===== src/rtl/mem_stage.sv =====
// ============================================================================
// Module   : mem_stage
// Purpose  : RV32I memory-access pipeline stage. Accepts one execute result
//            per cycle, runs loads/stores over a req/ack data bus with
//            byte/halfword lane steering, and registers the writeback bundle.
//            Flags misaligned/unsupported accesses and bus timeouts.
// Ports    : clk, rst             - clock, synchronous active-high reset
//            ex_*_i               - instruction presented by execute
//            stall_o              - execute must hold while an access is open
//            bus_*_o / bus_*_i    - word-addressed data bus, req/ack handshake
//            wb_*_o               - registered bundle feeding the writeback mux
//            misalign_o, bus_err_o- fault pulses aligned with wb_valid_o
// Revision : 1.0 - initial release
// ============================================================================
`default_nettype none

module mem_stage #(
  parameter int MAX_WAIT = 15
) (
  input  logic        clk,
  input  logic        rst,
  // execute side
  input  logic        ex_valid_i,
  input  logic [31:0] ex_pc_4_i,
  input  logic [31:0] ex_alu_i,
  input  logic [31:0] ex_store_data_i,
  input  logic [1:0]  ex_mem_op_i,
  input  logic [2:0]  ex_funct3_i,
  input  logic [1:0]  ex_wb_sel_i,
  input  logic [4:0]  ex_rd_i,
  input  logic        ex_reg_we_i,
  output logic        stall_o,
  // data bus
  output logic        bus_req_o,
  output logic        bus_we_o,
  output logic [31:0] bus_addr_o,
  output logic [31:0] bus_wdata_o,
  output logic [3:0]  bus_be_o,
  input  logic [31:0] bus_rdata_i,
  input  logic        bus_ack_i,
  // writeback side
  output logic        wb_valid_o,
  output logic [31:0] wb_pc_4_o,
  output logic [31:0] wb_alu_o,
  output logic [31:0] wb_mem_o,
  output logic [1:0]  wb_sel_o,
  output logic [4:0]  wb_rd_o,
  output logic        wb_reg_we_o,
  output logic        misalign_o,
  output logic        bus_err_o
);

  // The counter only has to reach MAX_WAIT-1.
  localparam int                 C_CNT_W    = (MAX_WAIT > 2) ? $clog2(MAX_WAIT) : 1;
  localparam logic [C_CNT_W-1:0] C_CNT_LAST = C_CNT_W'(MAX_WAIT - 1);

  typedef enum logic [0:0] {
    S_IDLE = 1'b0,
    S_WAIT = 1'b1
  } state_t;

  state_t             state_q, state_d;
  logic [C_CNT_W-1:0] cnt_q, cnt_d;

  // fields of the accepted instruction, needed while the access is open
  logic [31:0] lat_pc_4_q,   lat_pc_4_d;
  logic [31:0] lat_alu_q,    lat_alu_d;
  logic [2:0]  lat_funct3_q, lat_funct3_d;
  logic [1:0]  lat_wb_sel_q, lat_wb_sel_d;
  logic [4:0]  lat_rd_q,     lat_rd_d;
  logic        lat_reg_we_q, lat_reg_we_d;
  logic        lat_store_q,  lat_store_d;

  logic        bus_req_q,   bus_req_d;
  logic        bus_we_q,    bus_we_d;
  logic [31:0] bus_addr_q,  bus_addr_d;
  logic [31:0] bus_wdata_q, bus_wdata_d;
  logic [3:0]  bus_be_q,    bus_be_d;

  logic        wb_valid_q,  wb_valid_d;
  logic [31:0] wb_pc_4_q,   wb_pc_4_d;
  logic [31:0] wb_alu_q,    wb_alu_d;
  logic [31:0] wb_mem_q,    wb_mem_d;
  logic [1:0]  wb_sel_q,    wb_sel_d;
  logic [4:0]  wb_rd_q,     wb_rd_d;
  logic        wb_reg_we_q, wb_reg_we_d;
  logic        misalign_q,  misalign_d;
  logic        bus_err_q,   bus_err_d;

  // --------------------------------------------------------------------------
  // Decode of the instruction currently presented by execute
  // --------------------------------------------------------------------------
  logic        ex_is_mem;
  logic        ex_is_store;
  logic [1:0]  ex_size;
  logic        ex_fault;
  logic [3:0]  ex_be;
  logic [31:0] ex_wdata;

  assign ex_is_mem   = (ex_mem_op_i == 2'b01) || (ex_mem_op_i == 2'b10);
  assign ex_is_store = (ex_mem_op_i == 2'b10);
  assign ex_size     = ex_funct3_i[1:0];

  // funct3 011/110/111 have no RV32I load/store meaning; size 11 is always
  // one of them, so only halfword and word need an alignment test.
  assign ex_fault = (ex_funct3_i == 3'b011) || (ex_funct3_i[2:1] == 2'b11) ||
                    ((ex_size == 2'b01) && ex_alu_i[0]) ||
                    ((ex_size == 2'b10) && (ex_alu_i[1:0] != 2'b00));

  always_comb begin
    ex_be    = 4'b1111;
    ex_wdata = ex_store_data_i;
    case (ex_size)
      2'b00: begin
        ex_be    = 4'b0001 << ex_alu_i[1:0];
        ex_wdata = {4{ex_store_data_i[7:0]}};
      end
      2'b01: begin
        ex_be    = 4'b0011 << ex_alu_i[1:0];
        ex_wdata = {2{ex_store_data_i[15:0]}};
      end
      default: begin
        ex_be    = 4'b1111;
        ex_wdata = ex_store_data_i;
      end
    endcase
  end

  // --------------------------------------------------------------------------
  // Load data alignment and extension
  // --------------------------------------------------------------------------
  logic [31:0] rdata_shift;
  logic [31:0] load_data;

  assign rdata_shift = bus_rdata_i >> {lat_alu_q[1:0], 3'b000};

  always_comb begin
    load_data = rdata_shift;
    case (lat_funct3_q)
      3'b000:  load_data = {{24{rdata_shift[7]}},  rdata_shift[7:0]};
      3'b001:  load_data = {{16{rdata_shift[15]}}, rdata_shift[15:0]};
      3'b100:  load_data = {24'h000000, rdata_shift[7:0]};
      3'b101:  load_data = {16'h0000,   rdata_shift[15:0]};
      default: load_data = rdata_shift;
    endcase
  end

  // --------------------------------------------------------------------------
  // Next-state logic
  // --------------------------------------------------------------------------
  always_comb begin
    state_d      = state_q;
    cnt_d        = cnt_q;
    lat_pc_4_d   = lat_pc_4_q;
    lat_alu_d    = lat_alu_q;
    lat_funct3_d = lat_funct3_q;
    lat_wb_sel_d = lat_wb_sel_q;
    lat_rd_d     = lat_rd_q;
    lat_reg_we_d = lat_reg_we_q;
    lat_store_d  = lat_store_q;
    bus_req_d    = bus_req_q;
    bus_we_d     = bus_we_q;
    bus_addr_d   = bus_addr_q;
    bus_wdata_d  = bus_wdata_q;
    bus_be_d     = bus_be_q;
    // a bubble unless something retires; payload fields hold their value
    wb_valid_d   = 1'b0;
    misalign_d   = 1'b0;
    bus_err_d    = 1'b0;
    wb_pc_4_d    = wb_pc_4_q;
    wb_alu_d     = wb_alu_q;
    wb_mem_d     = wb_mem_q;
    wb_sel_d     = wb_sel_q;
    wb_rd_d      = wb_rd_q;
    wb_reg_we_d  = wb_reg_we_q;

    case (state_q)
      S_IDLE: begin
        if (ex_valid_i) begin
          lat_pc_4_d   = ex_pc_4_i;
          lat_alu_d    = ex_alu_i;
          lat_funct3_d = ex_funct3_i;
          lat_wb_sel_d = ex_wb_sel_i;
          lat_rd_d     = ex_rd_i;
          lat_reg_we_d = ex_reg_we_i;
          lat_store_d  = ex_is_store;
          if (!ex_is_mem || ex_fault) begin
            // retires straight away; a faulting access never reaches the bus
            wb_valid_d  = 1'b1;
            wb_pc_4_d   = ex_pc_4_i;
            wb_alu_d    = ex_alu_i;
            wb_mem_d    = 32'h0000_0000;
            wb_sel_d    = ex_wb_sel_i;
            wb_rd_d     = ex_rd_i;
            wb_reg_we_d = ex_reg_we_i && !ex_is_mem;
            misalign_d  = ex_is_mem;
          end else begin
            state_d     = S_WAIT;
            cnt_d       = '0;
            bus_req_d   = 1'b1;
            bus_we_d    = ex_is_store;
            bus_addr_d  = {ex_alu_i[31:2], 2'b00};
            bus_be_d    = ex_be;
            bus_wdata_d = ex_wdata;
          end
        end
      end

      S_WAIT: begin
        // ack is checked before the limit so a last-cycle ack still completes
        if (bus_ack_i || (cnt_q == C_CNT_LAST)) begin
          state_d     = S_IDLE;
          bus_req_d   = 1'b0;
          bus_we_d    = 1'b0;
          wb_valid_d  = 1'b1;
          wb_pc_4_d   = lat_pc_4_q;
          wb_alu_d    = lat_alu_q;
          wb_sel_d    = lat_wb_sel_q;
          wb_rd_d     = lat_rd_q;
          if (bus_ack_i) begin
            wb_mem_d    = lat_store_q ? 32'h0000_0000 : load_data;
            wb_reg_we_d = lat_reg_we_q;
          end else begin
            wb_mem_d    = 32'h0000_0000;
            wb_reg_we_d = 1'b0;
            bus_err_d   = 1'b1;
          end
        end else begin
          cnt_d = cnt_q + C_CNT_W'(1);
        end
      end

      default: state_d = S_IDLE;
    endcase
  end

  // --------------------------------------------------------------------------
  // State and output registers
  // --------------------------------------------------------------------------
  always_ff @(posedge clk) begin
    if (rst) begin
      state_q      <= S_IDLE;
      cnt_q        <= '0;
      lat_pc_4_q   <= 32'h0000_0000;
      lat_alu_q    <= 32'h0000_0000;
      lat_funct3_q <= 3'b000;
      lat_wb_sel_q <= 2'b00;
      lat_rd_q     <= 5'd0;
      lat_reg_we_q <= 1'b0;
      lat_store_q  <= 1'b0;
      bus_req_q    <= 1'b0;
      bus_we_q     <= 1'b0;
      bus_addr_q   <= 32'h0000_0000;
      bus_wdata_q  <= 32'h0000_0000;
      bus_be_q     <= 4'b0000;
      wb_valid_q   <= 1'b0;
      wb_pc_4_q    <= 32'h0000_0000;
      wb_alu_q     <= 32'h0000_0000;
      wb_mem_q     <= 32'h0000_0000;
      wb_sel_q     <= 2'b00;
      wb_rd_q      <= 5'd0;
      wb_reg_we_q  <= 1'b0;
      misalign_q   <= 1'b0;
      bus_err_q    <= 1'b0;
    end else begin
      state_q      <= state_d;
      cnt_q        <= cnt_d;
      lat_pc_4_q   <= lat_pc_4_d;
      lat_alu_q    <= lat_alu_d;
      lat_funct3_q <= lat_funct3_d;
      lat_wb_sel_q <= lat_wb_sel_d;
      lat_rd_q     <= lat_rd_d;
      lat_reg_we_q <= lat_reg_we_d;
      lat_store_q  <= lat_store_d;
      bus_req_q    <= bus_req_d;
      bus_we_q     <= bus_we_d;
      bus_addr_q   <= bus_addr_d;
      bus_wdata_q  <= bus_wdata_d;
      bus_be_q     <= bus_be_d;
      wb_valid_q   <= wb_valid_d;
      wb_pc_4_q    <= wb_pc_4_d;
      wb_alu_q     <= wb_alu_d;
      wb_mem_q     <= wb_mem_d;
      wb_sel_q     <= wb_sel_d;
      wb_rd_q      <= wb_rd_d;
      wb_reg_we_q  <= wb_reg_we_d;
      misalign_q   <= misalign_d;
      bus_err_q    <= bus_err_d;
    end
  end

  assign stall_o     = (state_q == S_WAIT);
  assign bus_req_o   = bus_req_q;
  assign bus_we_o    = bus_we_q;
  assign bus_addr_o  = bus_addr_q;
  assign bus_wdata_o = bus_wdata_q;
  assign bus_be_o    = bus_be_q;
  assign wb_valid_o  = wb_valid_q;
  assign wb_pc_4_o   = wb_pc_4_q;
  assign wb_alu_o    = wb_alu_q;
  assign wb_mem_o    = wb_mem_q;
  assign wb_sel_o    = wb_sel_q;
  assign wb_rd_o     = wb_rd_q;
  assign wb_reg_we_o = wb_reg_we_q;
  assign misalign_o  = misalign_q;
  assign bus_err_o   = bus_err_q;

endmodule

`default_nettype wire

===== config.mk =====
export PLATFORM = sky130hd
export DESIGN_NAME = mem_stage
export DESIGN_NICKNAME = d
export VERILOG_FILES = /design/src/rtl/mem_stage.sv
export SDC_FILE = /design/constraint.sdc
export NUM_CORES = 1
export LEC_CHECK = 0
export CORE_ASPECT_RATIO = 2
export CORE_UTILIZATION = 48
export DETAILED_ROUTE_END_ITERATION = 8
export GPL_ROUTABILITY_DRIVEN = 0
export PLACE_DENSITY = 0.89
export SYNTH_ARGS = -nofsm -noshare
export SYNTH_HDL_FRONTEND = slang
export SYNTH_SLANG_ARGS = --single-unit

===== constraint.sdc =====
create_clock -name clk -period 2.1 [get_ports clk]
set_input_delay 0.21 -clock clk [delete_from_list [all_inputs] [get_ports clk]]
set_output_delay 0.21 -clock clk [all_outputs]
set_load 0.02 [all_outputs]

==> results.ini <==
[clock_tree]
post-cts-setup-buffer-count=0
worst_skew_pair.late_latency_ns=0.52
clkSinkCount=256
cts_root_buf=clkbuf_16
cts.clk_slew.worst_paths_ns=0.06
h-tree-depth=1
ctsLongestPathBuffers=3
cts_tree=done
cts_buffers=24

[die]
die-area_sq_um=23500
coreArea_sq_um=22500
num_rows=78
die_h_um=216
die_w_um=109
start_util=0.487
io_pins=323

[timing]
setup_viol=0
rsz0062_at_grt=false
maxSlewViolCount=0
tightestPinTransition_ns=1.41
finClkSkew_ns=0.0151
fmax_mhz=532
hold_viol=0
relSlewSlack=0.0620
fin_tns_setup_ns=0
hold_slack_ns=0.197
min_period_over_period=0.895
period_needed_ns=1.88

[worst_setup_path]
worstPathMaxFanout=25
critPathLaunch=stall_o
timing.rr.start=cnt_q[0]
rr_endpoint=wb_pc_4_o[15]
criticalPathCategory=flip-flop to primary output
reg2reg_depth=7
crit_arrival_ns=1.67
rrSetupSlack_ns=0.27
end_kind=primary output
start_kind=flip-flop
required_ns=1.89

[final_layout]
stdcell_count=1774
drive_gt1_frac=0.119
final_area_sq_um=15300
area_delta_synth_final_pct=39.5
seqCellArea_sq_um=5130
final_nets=1628
multi_input_area_sq_um=5360
fill_cells=1636

[yosys]
synth_seq_cells=256
synthTopCellsByArea=dfxtp_1 (47%), a221oi_2 (9.6%), nand2_1 (9.4%)
synth_cell_types=47
synth_seq_area_share=0.467
synth_cells=1197
synth_top_area_share=0.467
synth-edff-count=0
synth_area_leader_cell=dfxtp_1
synth_flop_cell=dfxtp_1
syn_avg_cell_area_sq_um=9.18
syn_area_sq_um=11000
synthArstFlopShare=0
ys_warn_count=0

[grt]
grt_use_total=0.284
grt_max_degree=225
grt_antenna_before_repair=1
grt_pass1_wl_um=52600
grt_pass1_vias=10174
overflow=0

[placement]
dpl.cell_count=1734
dp_hpwl_um=23200
port_buffers=320
placed_cell_area_sq_um=14600

[routing]
ant_nets=0
wl_um=34000
drt-initial-drc-count=714
via_per_inst=5.74
route.detailed.drc=0
drt-wirelength-per-cell_um=19.1
dr.pass1.iters=5
vias=10184

[power]
power_density_nw_per_um2=778
p_leak_nw=5.43
ir_drop_uv=873
power_mw=11.9

[worst_hold_path]
hold_path_depth=4
hp-start=rst
hp-class=input port to flip-flop
hold_end=wb_mem_o[12]

[run_status]
status=finished clean

[job]
maxCapViolCount=0

-- synth_stat cells, drive strengths merged, types with 3 or more instances --
master   instances
a21oi          135
nor2           101
a2bb2oi          3
nor3             3
dfxtp          256
inv              5
a211oi          12
o21ai           27
a221o           16
mux2i           99
o2bb2ai          8
buf             51
nand3            6
a311oi          10
nor2b            7
nand2          276
a221oi          72
ha               3
mux2             9
clkbuf          61
a22o             9
a211o            3
a32o             3
-- report_power, final --
part,internal (mW),switching [mW],total [mW]
logic,1.12,1.30,2.42
clock network,2.35,1.82,4.17
registers,5.16,0.182,5.34
-- worst max-delay path: stages, from the launching register on --
cell and delay [ns]:
dfxtp_4 0.42, buf_6 0.30, dlygate4sd2_1 0.40
-- cells in the final DEF, fill, tap and decap left out, drive strengths merged, types with 10 or more instances in the layout --
cell,netlist,routed
a221oi,72,72
buf,51,48
nand2,276,276
nor2,101,101
o21ai,27,27
a311oi,10,10
clkbuf,61,37
a211oi,12,12
clkdlybuf4s50,0,318
a21oi,135,135
dfxtp,256,256
mux2i,99,99
a221o,16,16
-- how the worst max path moves through the flow --
stage	to	slack [ns]
final	stall_o	0.22
after floorplan	wb_alu_o[0]	0.26
after CTS	wb_mem_o[28]	0.14
after global placement	wb_mem_o[24]	-0.04
after detailed placement	wb_mem_o[28]	-0.15
after global routing	stall_o	0.17
-- routing by layer --
metal | global-route usage | share of wire
met2 | 0.483 | 0.51
met5 | 0 | 0
met3 | 0.0471 | 0.062
met1 | 0.307 | 0.35
met4 | 0.216 | 0.076
-- area by class of cell --
type	instances	area share
clock inverters	3	0.00114
well taps	280	0.0229
inverters	5	0.00122
repair buffers	368	0.243
diodes	1	0.000163
clock buffers	36	0.0469
multi-input cells	825	0.350
flip-flops and latches	256	0.335
-- flip-flops by register name, indices dropped and copies added (netlist names), 3 cells and up --
signal        count
bus_wdata_o      32
lat_alu_q        32
lat_pc_4_q       32
wb_alu_o         32
wb_mem_o         32
wb_pc_4_o        32
bus_addr_o       30
lat_rd_q          5
wb_rd_o           5
bus_be_o          4
cnt_q             4
lat_funct3_q      3
-- per-stage QoR --
stage | setup slack, ns | utilization
6_report | 0.220 | 0.680
3_5_place_dp | -0.150 | 0.647
3_3_place_gp | -0.0409 | 0.647
2_1_floorplan | 0.258 | -
5_1_grt | 0.171 | 0.680
4_1_cts | 0.136 | 0.679
-- cells by family (layout without fill, tap and decap cells) --
kind of cell | count (synthesis) | in the layout | share of synthesized area
adder cells (fa/ha/maj) | 3 | 3 | 0.00342
buffers and inverters | 117 | 412 | 0.0509
AO/OA/AOI/OAI | 304 | 304 | 0.229
multiplexers | 109 | 109 | 0.101
AND/OR/NAND/NOR | 405 | 405 | 0.147
flip-flops | 256 | 256 | 0.467
XOR/XNOR | 2 | 2 | 0.00159
other | 1 | 3 | 0.000341
-- timing repair --
action	in CTS	in global routing
resized for setup	2	1
hold buffers	0	0
gates cloned	0	0
endpoints found under the setup margin	1	16
Power figures use the tool's default switching activity.
